`src/rtl/msdap_pkg.sv`:
```
// msdap_pkg
//   Shared constants and types for the MSDAP main sequencing controller.
//   - Load sizes for the rj and coefficient memories.
//   - Depth of the circular data memory.
//   - Length of the all-zero run that puts the controller to sleep.
//   - Address and counter widths derived from those sizes.
//   - The controller state encoding.

package msdap_pkg;

    localparam int RJ_WORDS    = 16;
    localparam int COEF_WORDS  = 512;
    localparam int DATA_DEPTH  = 256;
    localparam int SLEEP_ZEROS = 800;

    // The shared write address must reach the largest memory (coefficients).
    localparam int ADDR_W     = 9;
    localparam int DATA_AW    = $clog2(DATA_DEPTH);
    localparam int LOAD_CNT_W = $clog2(COEF_WORDS);
    localparam int ZERO_CNT_W = $clog2(SLEEP_ZEROS + 1);
    localparam int WORD_W     = 16;

    typedef enum logic [2:0] {
        INIT,
        LOAD_RJ,
        LOAD_COEF,
        WAIT_INPUT,
        WORKING,
        SLEEPING,
        CLEAR
    } ctrl_state_e;

endpackage

```
`src/rtl/msdap_main_ctrl_if.sv`:
```
// msdap_main_ctrl_if
//   Bundles the controller's handshake and memory-write bus.
//   Front-end / engine side -> controller:
//     Start, word_valid, word_l, word_r, compute_busy
//   Controller -> memories / engine / front end:
//     InReady, rj_we, coef_we, data_we, wr_addr, wr_data_l, wr_data_r,
//     compute_start, cur_ptr, sleep, overrun
//   Modports:
//     master - the side that supplies samples and control (front end, engine)
//     slave  - the controller itself

interface msdap_main_ctrl_if;
    import msdap_pkg::*;

    logic                Start;
    logic                word_valid;
    logic [WORD_W-1:0]   word_l;
    logic [WORD_W-1:0]   word_r;
    logic                compute_busy;

    logic                InReady;
    logic                rj_we;
    logic                coef_we;
    logic                data_we;
    logic [ADDR_W-1:0]   wr_addr;
    logic [WORD_W-1:0]   wr_data_l;
    logic [WORD_W-1:0]   wr_data_r;
    logic                compute_start;
    logic [DATA_AW-1:0]  cur_ptr;
    logic                sleep;
    logic                overrun;

    modport master (
        output Start, word_valid, word_l, word_r, compute_busy,
        input  InReady, rj_we, coef_we, data_we, wr_addr, wr_data_l, wr_data_r,
               compute_start, cur_ptr, sleep, overrun
    );

    modport slave (
        input  Start, word_valid, word_l, word_r, compute_busy,
        output InReady, rj_we, coef_we, data_we, wr_addr, wr_data_l, wr_data_r,
               compute_start, cur_ptr, sleep, overrun
    );

endinterface

```
`src/rtl/msdap_zero_detect.sv`:
```
// msdap_zero_detect
//   Counts consecutive all-zero L/R samples, saturating at SLEEP_ZEROS.
//   Only built when MSDAP_SLEEP_EN is defined.
//   Ports:
//     Sclk      in   system clock
//     Reset     in   asynchronous active-low reset
//     clear     in   synchronous clear (Start)
//     sample_en in   a sample is being accepted this cycle
//     is_zero   in   the accepted sample has word_l == 0 and word_r == 0
//     sleep_req out  this sample brings the run length up to SLEEP_ZEROS

module msdap_zero_detect
    import msdap_pkg::*;
(
    input  logic Sclk,
    input  logic Reset,
    input  logic clear,
    input  logic sample_en,
    input  logic is_zero,
    output logic sleep_req
);

    logic [ZERO_CNT_W-1:0] zero_cnt_q;
    logic [ZERO_CNT_W-1:0] zero_cnt_d;

    always_comb begin
        zero_cnt_d = zero_cnt_q;
        sleep_req  = 1'b0;
        if (clear) begin
            zero_cnt_d = '0;
        end else if (sample_en) begin
            if (!is_zero) begin
                zero_cnt_d = '0;
            end else if (zero_cnt_q != ZERO_CNT_W'(SLEEP_ZEROS)) begin
                zero_cnt_d = zero_cnt_q + 1'b1;
                // Fires only on the transition into saturation, never while saturated.
                sleep_req  = (zero_cnt_q == ZERO_CNT_W'(SLEEP_ZEROS - 1));
            end
        end
    end

    always_ff @(posedge Sclk or negedge Reset) begin
        if (!Reset) begin
            zero_cnt_q <= '0;
        end else begin
            zero_cnt_q <= zero_cnt_d;
        end
    end

endmodule

```
`src/rtl/msdap_main_ctrl.sv`:
```
// msdap_main_ctrl
//   Main sequencing controller for the MSDAP datapath.
//   Steers assembled L/R word pairs into rj memory, coefficient memory and
//   the circular data memory, pulses compute_start once per input sample,
//   clears data memory after Start and Reset, and sleeps on long zero runs.
//   Ports:
//     Sclk   in   system clock, rising edge
//     Reset  in   asynchronous active-low reset
//     bus    slave modport of msdap_main_ctrl_if (handshake + write bus)
//   Build option:
//     MSDAP_SLEEP_EN - when defined, builds the zero detector and the
//                      SLEEPING behaviour; otherwise sleep is tied low.

module msdap_main_ctrl
    import msdap_pkg::*;
(
    input  logic              Sclk,
    input  logic              Reset,
    msdap_main_ctrl_if.slave  bus
);

    ctrl_state_e           state_q,    state_d;
    logic [DATA_AW-1:0]    clr_cnt_q,  clr_cnt_d;
    logic [LOAD_CNT_W-1:0] load_cnt_q, load_cnt_d;
    logic [DATA_AW-1:0]    wptr_q,     wptr_d;
    logic [DATA_AW-1:0]    cur_ptr_q,  cur_ptr_d;
    logic                  overrun_q,  overrun_d;
    logic                  cfg_done_q, cfg_done_d;

    logic                  in_ready_q, in_ready_d;
    logic                  rj_we_q,    rj_we_d;
    logic                  coef_we_q,  coef_we_d;
    logic                  data_we_q,  data_we_d;
    logic                  cs_q,       cs_d;
    logic [ADDR_W-1:0]     wr_addr_q,  wr_addr_d;
    logic [WORD_W-1:0]     wr_l_q,     wr_l_d;
    logic [WORD_W-1:0]     wr_r_q,     wr_r_d;

    logic                  sample_state;
    logic                  sleep_req;
    logic                  drop_sample;

    assign sample_state = (state_q == WAIT_INPUT) || (state_q == WORKING) ||
                          (state_q == SLEEPING);

`ifdef MSDAP_SLEEP_EN
    logic word_zero;

    assign word_zero   = (bus.word_l == '0) && (bus.word_r == '0);
    // Zero samples arriving while asleep are swallowed entirely.
    assign drop_sample = (state_q == SLEEPING) && word_zero;

    msdap_zero_detect u_zero_detect (
        .Sclk      (Sclk),
        .Reset     (Reset),
        .clear     (bus.Start),
        .sample_en (bus.word_valid && sample_state && !bus.Start),
        .is_zero   (word_zero),
        .sleep_req (sleep_req)
    );

    assign bus.sleep = (state_q == SLEEPING);
`else
    assign sleep_req   = 1'b0;
    assign drop_sample = 1'b0;
    assign bus.sleep   = 1'b0;
`endif

    // State register plus all datapath and output flops.
    always_ff @(posedge Sclk or negedge Reset) begin
        if (!Reset) begin
            state_q    <= CLEAR;
            clr_cnt_q  <= '0;
            load_cnt_q <= '0;
            wptr_q     <= '0;
            cur_ptr_q  <= '0;
            overrun_q  <= 1'b0;
            in_ready_q <= 1'b0;
            rj_we_q    <= 1'b0;
            coef_we_q  <= 1'b0;
            data_we_q  <= 1'b0;
            cs_q       <= 1'b0;
            wr_addr_q  <= '0;
            wr_l_q     <= '0;
            wr_r_q     <= '0;
        end else begin
            state_q    <= state_d;
            clr_cnt_q  <= clr_cnt_d;
            load_cnt_q <= load_cnt_d;
            wptr_q     <= wptr_d;
            cur_ptr_q  <= cur_ptr_d;
            overrun_q  <= overrun_d;
            in_ready_q <= in_ready_d;
            rj_we_q    <= rj_we_d;
            coef_we_q  <= coef_we_d;
            data_we_q  <= data_we_d;
            cs_q       <= cs_d;
            wr_addr_q  <= wr_addr_d;
            wr_l_q     <= wr_l_d;
            wr_r_q     <= wr_r_d;
        end
    end

    // cfg_done deliberately has no reset so a Reset does not force a reload of
    // rj and coefficients; it is held while Reset is asserted.
    always_ff @(posedge Sclk) begin
        if (Reset) begin
            cfg_done_q <= cfg_done_d;
        end
    end

    // Next-state and counter logic.
    always_comb begin
        state_d    = state_q;
        clr_cnt_d  = clr_cnt_q;
        load_cnt_d = load_cnt_q;
        wptr_d     = wptr_q;
        cur_ptr_d  = cur_ptr_q;
        overrun_d  = overrun_q;
        cfg_done_d = cfg_done_q;

        if (bus.Start) begin
            state_d    = INIT;
            cfg_done_d = 1'b0;
            clr_cnt_d  = '0;
            load_cnt_d = '0;
            wptr_d     = '0;
            overrun_d  = 1'b0;
        end else begin
            case (state_q)
                INIT, CLEAR: begin
                    // clr_cnt wraps to 0 by itself on the last sweep cycle.
                    clr_cnt_d = clr_cnt_q + 1'b1;
                    if (clr_cnt_q == DATA_AW'(DATA_DEPTH - 1)) begin
                        load_cnt_d = '0;
                        if ((state_q == CLEAR) && cfg_done_q) begin
                            state_d = WAIT_INPUT;
                        end else begin
                            state_d = LOAD_RJ;
                        end
                    end
                end
                LOAD_RJ: begin
                    if (bus.word_valid) begin
                        if (load_cnt_q == LOAD_CNT_W'(RJ_WORDS - 1)) begin
                            load_cnt_d = '0;
                            state_d    = LOAD_COEF;
                        end else begin
                            load_cnt_d = load_cnt_q + 1'b1;
                        end
                    end
                end
                LOAD_COEF: begin
                    if (bus.word_valid) begin
                        if (load_cnt_q == LOAD_CNT_W'(COEF_WORDS - 1)) begin
                            load_cnt_d = '0;
                            cfg_done_d = 1'b1;
                            state_d    = WAIT_INPUT;
                        end else begin
                            load_cnt_d = load_cnt_q + 1'b1;
                        end
                    end
                end
                WAIT_INPUT, WORKING, SLEEPING: begin
                    if (bus.word_valid) begin
                        if (bus.compute_busy) begin
                            overrun_d = 1'b1;
                        end
                        if (!drop_sample) begin
                            cur_ptr_d = wptr_q;
                            wptr_d    = wptr_q + 1'b1;
                            state_d   = sleep_req ? SLEEPING : WORKING;
                        end
                    end
                end
                default: state_d = CLEAR;
            endcase
        end
    end

    // Registered output values. InReady follows the state one cycle late so
    // it stays low through the final write of a clear sweep.
    always_comb begin
        in_ready_d = !((state_q == INIT) || (state_q == CLEAR));
        rj_we_d    = 1'b0;
        coef_we_d  = 1'b0;
        data_we_d  = 1'b0;
        cs_d       = 1'b0;
        wr_addr_d  = wr_addr_q;
        wr_l_d     = wr_l_q;
        wr_r_d     = wr_r_q;

        if (!bus.Start) begin
            case (state_q)
                INIT, CLEAR: begin
                    data_we_d = 1'b1;
                    wr_addr_d = ADDR_W'(clr_cnt_q);
                    wr_l_d    = '0;
                    wr_r_d    = '0;
                end
                LOAD_RJ: begin
                    if (bus.word_valid) begin
                        rj_we_d   = 1'b1;
                        wr_addr_d = ADDR_W'(load_cnt_q);
                        wr_l_d    = bus.word_l;
                        wr_r_d    = bus.word_r;
                    end
                end
                LOAD_COEF: begin
                    if (bus.word_valid) begin
                        coef_we_d = 1'b1;
                        wr_addr_d = ADDR_W'(load_cnt_q);
                        wr_l_d    = bus.word_l;
                        wr_r_d    = bus.word_r;
                    end
                end
                WAIT_INPUT, WORKING, SLEEPING: begin
                    if (bus.word_valid && !drop_sample) begin
                        data_we_d = 1'b1;
                        cs_d      = 1'b1;
                        wr_addr_d = ADDR_W'(wptr_q);
                        wr_l_d    = bus.word_l;
                        wr_r_d    = bus.word_r;
                    end
                end
                default: ;
            endcase
        end
    end

    assign bus.InReady       = in_ready_q;
    assign bus.rj_we         = rj_we_q;
    assign bus.coef_we       = coef_we_q;
    assign bus.data_we       = data_we_q;
    assign bus.wr_addr       = wr_addr_q;
    assign bus.wr_data_l     = wr_l_q;
    assign bus.wr_data_r     = wr_r_q;
    assign bus.compute_start = cs_q;
    assign bus.cur_ptr       = cur_ptr_q;
    assign bus.overrun       = overrun_q;

endmodule

```
`src/flat_wrapper.sv`:
```
// flat-port wrapper written by rule: the top's interface ports become plain ports
module msdap_main_ctrl_flat import msdap_pkg::*;
  (Sclk, Reset, bus_Start, bus_word_valid, bus_word_l, bus_word_r, bus_compute_busy, bus_InReady, bus_rj_we, bus_coef_we, bus_data_we, bus_wr_addr, bus_wr_data_l, bus_wr_data_r, bus_compute_start, bus_cur_ptr, bus_sleep, bus_overrun);
  msdap_main_ctrl_if bus_i ();
  input  logic Sclk;
  input  logic Reset;
  input wire logic [$bits(bus_i.Start)-1:0] bus_Start;
  input wire logic [$bits(bus_i.word_valid)-1:0] bus_word_valid;
  input wire logic [$bits(bus_i.word_l)-1:0] bus_word_l;
  input wire logic [$bits(bus_i.word_r)-1:0] bus_word_r;
  input wire logic [$bits(bus_i.compute_busy)-1:0] bus_compute_busy;
  output wire logic [$bits(bus_i.InReady)-1:0] bus_InReady;
  output wire logic [$bits(bus_i.rj_we)-1:0] bus_rj_we;
  output wire logic [$bits(bus_i.coef_we)-1:0] bus_coef_we;
  output wire logic [$bits(bus_i.data_we)-1:0] bus_data_we;
  output wire logic [$bits(bus_i.wr_addr)-1:0] bus_wr_addr;
  output wire logic [$bits(bus_i.wr_data_l)-1:0] bus_wr_data_l;
  output wire logic [$bits(bus_i.wr_data_r)-1:0] bus_wr_data_r;
  output wire logic [$bits(bus_i.compute_start)-1:0] bus_compute_start;
  output wire logic [$bits(bus_i.cur_ptr)-1:0] bus_cur_ptr;
  output wire logic [$bits(bus_i.sleep)-1:0] bus_sleep;
  output wire logic [$bits(bus_i.overrun)-1:0] bus_overrun;
  assign bus_i.Start = bus_Start;
  assign bus_i.word_valid = bus_word_valid;
  assign bus_i.word_l = bus_word_l;
  assign bus_i.word_r = bus_word_r;
  assign bus_i.compute_busy = bus_compute_busy;
  assign bus_InReady = bus_i.InReady;
  assign bus_rj_we = bus_i.rj_we;
  assign bus_coef_we = bus_i.coef_we;
  assign bus_data_we = bus_i.data_we;
  assign bus_wr_addr = bus_i.wr_addr;
  assign bus_wr_data_l = bus_i.wr_data_l;
  assign bus_wr_data_r = bus_i.wr_data_r;
  assign bus_compute_start = bus_i.compute_start;
  assign bus_cur_ptr = bus_i.cur_ptr;
  assign bus_sleep = bus_i.sleep;
  assign bus_overrun = bus_i.overrun;
  msdap_main_ctrl u_core (.Sclk(Sclk), .Reset(Reset), .bus(bus_i));
endmodule
```
`config.mk`:
```
export PLATFORM = sky130hd
export DESIGN_NAME = msdap_main_ctrl_flat
export DESIGN_NICKNAME = d
export VERILOG_FILES = /design/src/rtl/msdap_pkg.sv /design/src/rtl/msdap_main_ctrl_if.sv /design/src/rtl/msdap_zero_detect.sv /design/src/rtl/msdap_main_ctrl.sv /design/src/flat_wrapper.sv
export SDC_FILE = /design/constraint.sdc
export NUM_CORES = 1
export LEC_CHECK = 0
export BUFFER_PORTS_ARGS = -buffer_cell sky130_fd_sc_hd__buf_2
export CORE_MARGIN = 5
export CORE_UTILIZATION = 45
export DETAILED_ROUTE_END_ITERATION = 7
export PLACE_DENSITY = 0.68
export SETUP_SLACK_MARGIN = 0.02
export SLEW_MARGIN = 20
export SYNTH_ARGS = -nofsm -noshare
export SYNTH_HDL_FRONTEND = slang
export SYNTH_HIERARCHICAL = 1
export SYNTH_SLANG_ARGS = --single-unit
```
`constraint.sdc`:
```
create_clock -name Sclk -period 3.2 [get_ports Sclk]
set_clock_uncertainty 0.1 [all_clocks]
set_input_delay 0.16 -clock Sclk [delete_from_list [all_inputs] [get_ports Sclk]]
set_output_delay 0.16 -clock Sclk [all_outputs]
set_load 0.005 [all_outputs]
```
After elaboration in Yosys (flattened, before gate mapping)
Cells that the tools add are included.

word-level totals
  bits in registers = 84
  latch bits = 0
  memory bits (writable) = 0
  ROM bits = 0
  logic and storage cells = 106
  memories = 0

cells by class
  add/subtract/negate cells = 3
  multiply operators = 0
  divide/modulo/power cells = 0
  magnitude comparators = 0
  eq/ne operators = 18
  shift-type cells = 0
  multiplexer cells = 44
  bitwise logic cells = 1
  reduce and logical (&&, ||, !) cells = 25

operators by type and width
  cell                   number
  $mux W9                8
  $pmux W16 S2           2
  $pmux W9 S3            2
  $mux W8                5
  $mux W16               2
  $mux W3                7
  $add A8 B1 Y8 const B  2
  $mux W1                15
  $reduce_bool A2 Y1     7
  $pmux W3 S4            1
  $reduce_and A4 Y1      3
  $add A9 B1 Y9 const B  1
  $eq A3 B3 Y1 const B   3
  $eq A9 B4 Y1 const B   1
  $eq A9 B9 Y1 const B   1
  $ne A3 B2 Y1 const B   3
  $ne A3 B3 Y1 const B   3
  $reduce_and A3 Y1      3
  $eq A8 B8 Y1 const B   1
  $eq A3 B2 Y1 const B   2
  $reduce_and A6 Y1      1
  $reduce_or A5 Y1       1
  $ne A2 B1 Y1 const B   2
  $reduce_bool A4 Y1     1
  other kinds (13)       14

Logic depth before layout (Yosys ltp)
  depth in word-level cells = 6
  depth in mapped cells = 9
  depth with buffers taken out = 9

Least setup slack after synthesis
No wires, ideal clock.

  path kind = reg-to-reg
  from = reg u_core.load_cnt_q[0]
  to = reg u_core.load_cnt_q[5]
  setup time = 0.095 ns
  arrival time = 2.319 ns
  slack = 0.685 ns
  stages on the path, launching flop included = 10
  buffers on the path = 0
  clock period less this slack = 2.515 ns
  cells stage by stage = dfrtp_1 -> ha_1 -> and3_1 -> and3_1 -> and3_1 -> ha_1 -> or3_1 -> a21oi_2 -> nand2b_2 -> o31ai_1

between the ends
  cells in the longest elaborated chain, start to end = 5

RTL lines
  item                                   line                                            source
  start: declaration                     msdap_main_ctrl.sv:24                           logic [LOAD_CNT_W-1:0] load_cnt_q, load_cnt_d;
  start signal: assignment               msdap_main_ctrl.sv:89                           load_cnt_q <= load_cnt_d;
  $add A9 B1 Y9 (tied with other cells)  msdap_main_ctrl.sv:149, msdap_main_ctrl.sv:160
  $mux W9 (on tied branches)             msdap_main_ctrl.sv:155, msdap_main_ctrl.sv:145
  $mux W9 (on tied branches)             msdap_main_ctrl.sv:154, msdap_main_ctrl.sv:144
  $pmux W9 S3 *                          msdap_main_ctrl.sv:130                          case (state_q)
  $mux W9 *                              msdap_main_ctrl.sv:122                          if (bus.Start) begin

Mark *: on every way between the ends. The rest lies on a longest branch, timed or not. The select of a mux whose other input is x is not followed.
A chain may end at the register's enable or synchronous reset.

Worst setup path in the final report
Ends and elaborated chain as after synthesis.

==> out/metrics.csv <==
metric,value,unit
status,"complete, no violations",
viasPerCell,5.29,
mostFrequentLayoutCells,"90 x buf_2, 83 x nand2_1, 81 x dfrtp_1",
layout_setup_ws,0.390,ns
syn_inst,407,
cp_top_family,simple AND/OR/NAND/NOR gates,
drive_above_1_share,0.318,
coreArea,9200,um2
fp.dieW,107,um
numClockSinks,84,
ioPinCount,93,
first_pass_iters,4,
required,3.35,ns
vias,3395,
wl_per_cell,15.8,um
fin_crit_sh,0.878,
yosysWarnings,6,
cpPeakStageDelay,0.45,ns
root_buffer,clkbuf_8,
worst_hold_path.num_cells,3,
crit_type,reg -> reg,
fin_crit,2.81,ns
ir_drop,0.000233,V
final_antenna_net_count,0,
grt_start_max_net_pins,54,
synth.avg_cell_area,10.3,um2
final_hold_viol_count,0,
hold_class,in -> reg,
place_ws,0.445,ns
dp.cells,593,
holdWs,0.0129,ns
crit_top_cell,and3_1,
rr_worst_depth,9,
grt_pass1_wl,16900,um
power_density,460,nW/um2
synth_seq_area_share,0.501,
tns,0,ns
mostFrequentLayoutCell,buf_2,
synth_area,4210,um2
crit_buf_inv,0,
max_clock_freq,356,MHz
drc_errors,0,
io_buffer_count,91,
total_power,2.43,mW
area_delta_synth_final,25.7,%
ys.flop_type,dfrtp_1,
ys_ff_latch,84,
die_area,11400,um2
std_cell_rows,35,
post-route-util,0.576,
htree_levels,3,
power.leakage,2.53,nW
start_util,0.458,
place_hpwl,6930,um
grt_pass1_vias,3340,
path_clk_slew,0.08,ns
path_cells,ha_1 -> and3_1 -> and3_1 -> and3_1 -> ha_1 -> or3_1 -> a21oi_2 -> nand2b_2 -> o31ai_1,
setup.worst_path.start_class,register,
synth_nets,448,
tightest_slew,0.665,ns
ys_types,54,
finalNonFillerCells,642,
fillerInstances,748,
async_flop_share,0.988,
finalSetupViolations,0,
post_cts_buffers,0,
cpMaxStageDelayCell,or3_1,
rsz0062_at_grt,no,
globalplace.congestion,0.816,
antenna_cells,0,
max_cap_violations,0,
slew_headroom,0.557,
grt_usage,0.183,
wl,10200,um
tritoncts,done,
reg2reg_slack,0.39,ns
grt-ovfl-total,0,
crit_arrival,2.96,ns
drt_iter0_markers,256,
worstPathMaxFanout,7,
drv_slew,0,
cp.depth,9,
endpoint_kind,register,
clock_latency,0.34,ns
die_h,107,um
grt_antenna_before_repair,0,
cts_inserted_buffers,9,
max-clock-path-buffers,2,
final_area,5290,um2
nNetsFinal,567,
synth_edf_count,1,
placed_area,4750,um2
flip-flops by register name, indices dropped and copies added, names as in the netlist:
register / cells
u_core/bus.cur_ptr: 8
u_core/bus.compute_start: 1
u_core/wptr_q: 8
u_core/bus.wr_data_r: 16
u_core/cfg_done_q: 1
u_core/clr_cnt_q: 8
u_core/bus.overrun: 1
u_core/bus.InReady: 1
u_core/bus.rj_we: 1
u_core/bus.data_we: 1
u_core/bus.coef_we: 1
u_core/load_cnt_q: 9
u_core/state_q: 3
u_core/bus.wr_data_l: 16
u_core/bus.wr_addr: 9
cells in the mapped netlist (all sizes together), types with 5 or more instances:
cell type / number / area [um2]
dfrtp: 81 / 2030
mux4: 8 / 180
nand2b: 6 / 40.0
inv: 5 / 18.8
and3: 8 / 50.1
xor2: 11 / 96.3
nor2: 23 / 93.8
buf: 22 / 140
mux2: 31 / 349
nand2: 83 / 312
clkbuf: 5 / 18.8
nand3: 11 / 55.1
o21ai: 47 / 235
a21oi: 8 / 43.8
nand4: 6 / 37.5
path summary, 6_finish.rpt:
check	endpoint	from
max	u_core/load_cnt_q[5]$_DFFE_PN0P_	u_core/load_cnt_q[0]$_DFFE_PN0P_
max reg2reg	u_core/load_cnt_q[5]$_DFFE_PN0P_	u_core/load_cnt_q[0]$_DFFE_PN0P_
min reg2reg	u_core/bus.wr_data_r[4]$_DFFE_PN0P_	u_core/bus.wr_data_r[4]$_DFFE_PN0P_
min	u_core/bus.wr_data_l[11]$_DFFE_PN0P_	bus_word_l[11]
max in group asynchronous	u_core/clr_cnt_q[7]$_DFFE_PN0P_	Reset
min in group asynchronous	u_core/bus.wr_data_r[9]$_DFFE_PN0P_	Reset
layout make-up:
cell class,instances,area (um2),area share
sequential,84,2110,0.399
multi-input combinational,291,1940,0.366
timing repair buffer,135,871,0.165
tap,111,139,0.0262
clock buffer,11,131,0.0248
clock inverter,5,85.1,0.0161
inverter,5,18.8,0.00355
worst reg2reg max path: stages (launching register included):
cell,delay (ns)
dfrtp_1,0.44
ha_1,0.27
and3_1,0.21
and3_1,0.21
and3_1,0.19
ha_1,0.18
or3_1,0.45
a21oi_2,0.26
nand2b_2,0.16
o31ai_1,0.25
power breakdown:
| part | internal, mW | leakage [nW] | switching, mW | total, mW |
|---|---|---|---|---|
| clock network | 0.445 | 0.104 | 0.381 | 0.826 |
| logic | 0.199 | 1.28 | 0.227 | 0.426 |
| registers | 1.13 | 1.15 | 0.0532 | 1.18 |
logic make-up (layout without fill, tap and decap cells):
logic type | count (synthesis) | after routing | share of synthesized area
flops | 84 | 84 | 0.501
compound gates | 84 | 84 | 0.128
mux | 40 | 40 | 0.128
fa+ha+maj | 4 | 4 | 0.0119
xor+xnor | 14 | 14 | 0.0291
other cells | 1 | 1 | 0.000891
simple gates | 148 | 148 | 0.158
buf+inv | 32 | 156 | 0.0422
per-layer routing:
layer / wire [um] / global-route usage
met1: 4580 / 0.251
met2: 4810 / 0.294
met4: 159 / 0.0457
met5: 0 / 0
met3: 612 / 0.0433
repair_timing:
action,CTS,global route
endpoints found under the hold margin,81,0
resized for setup,0,0
hold buffers,33,0
Power figures use the tool's default switching activity.
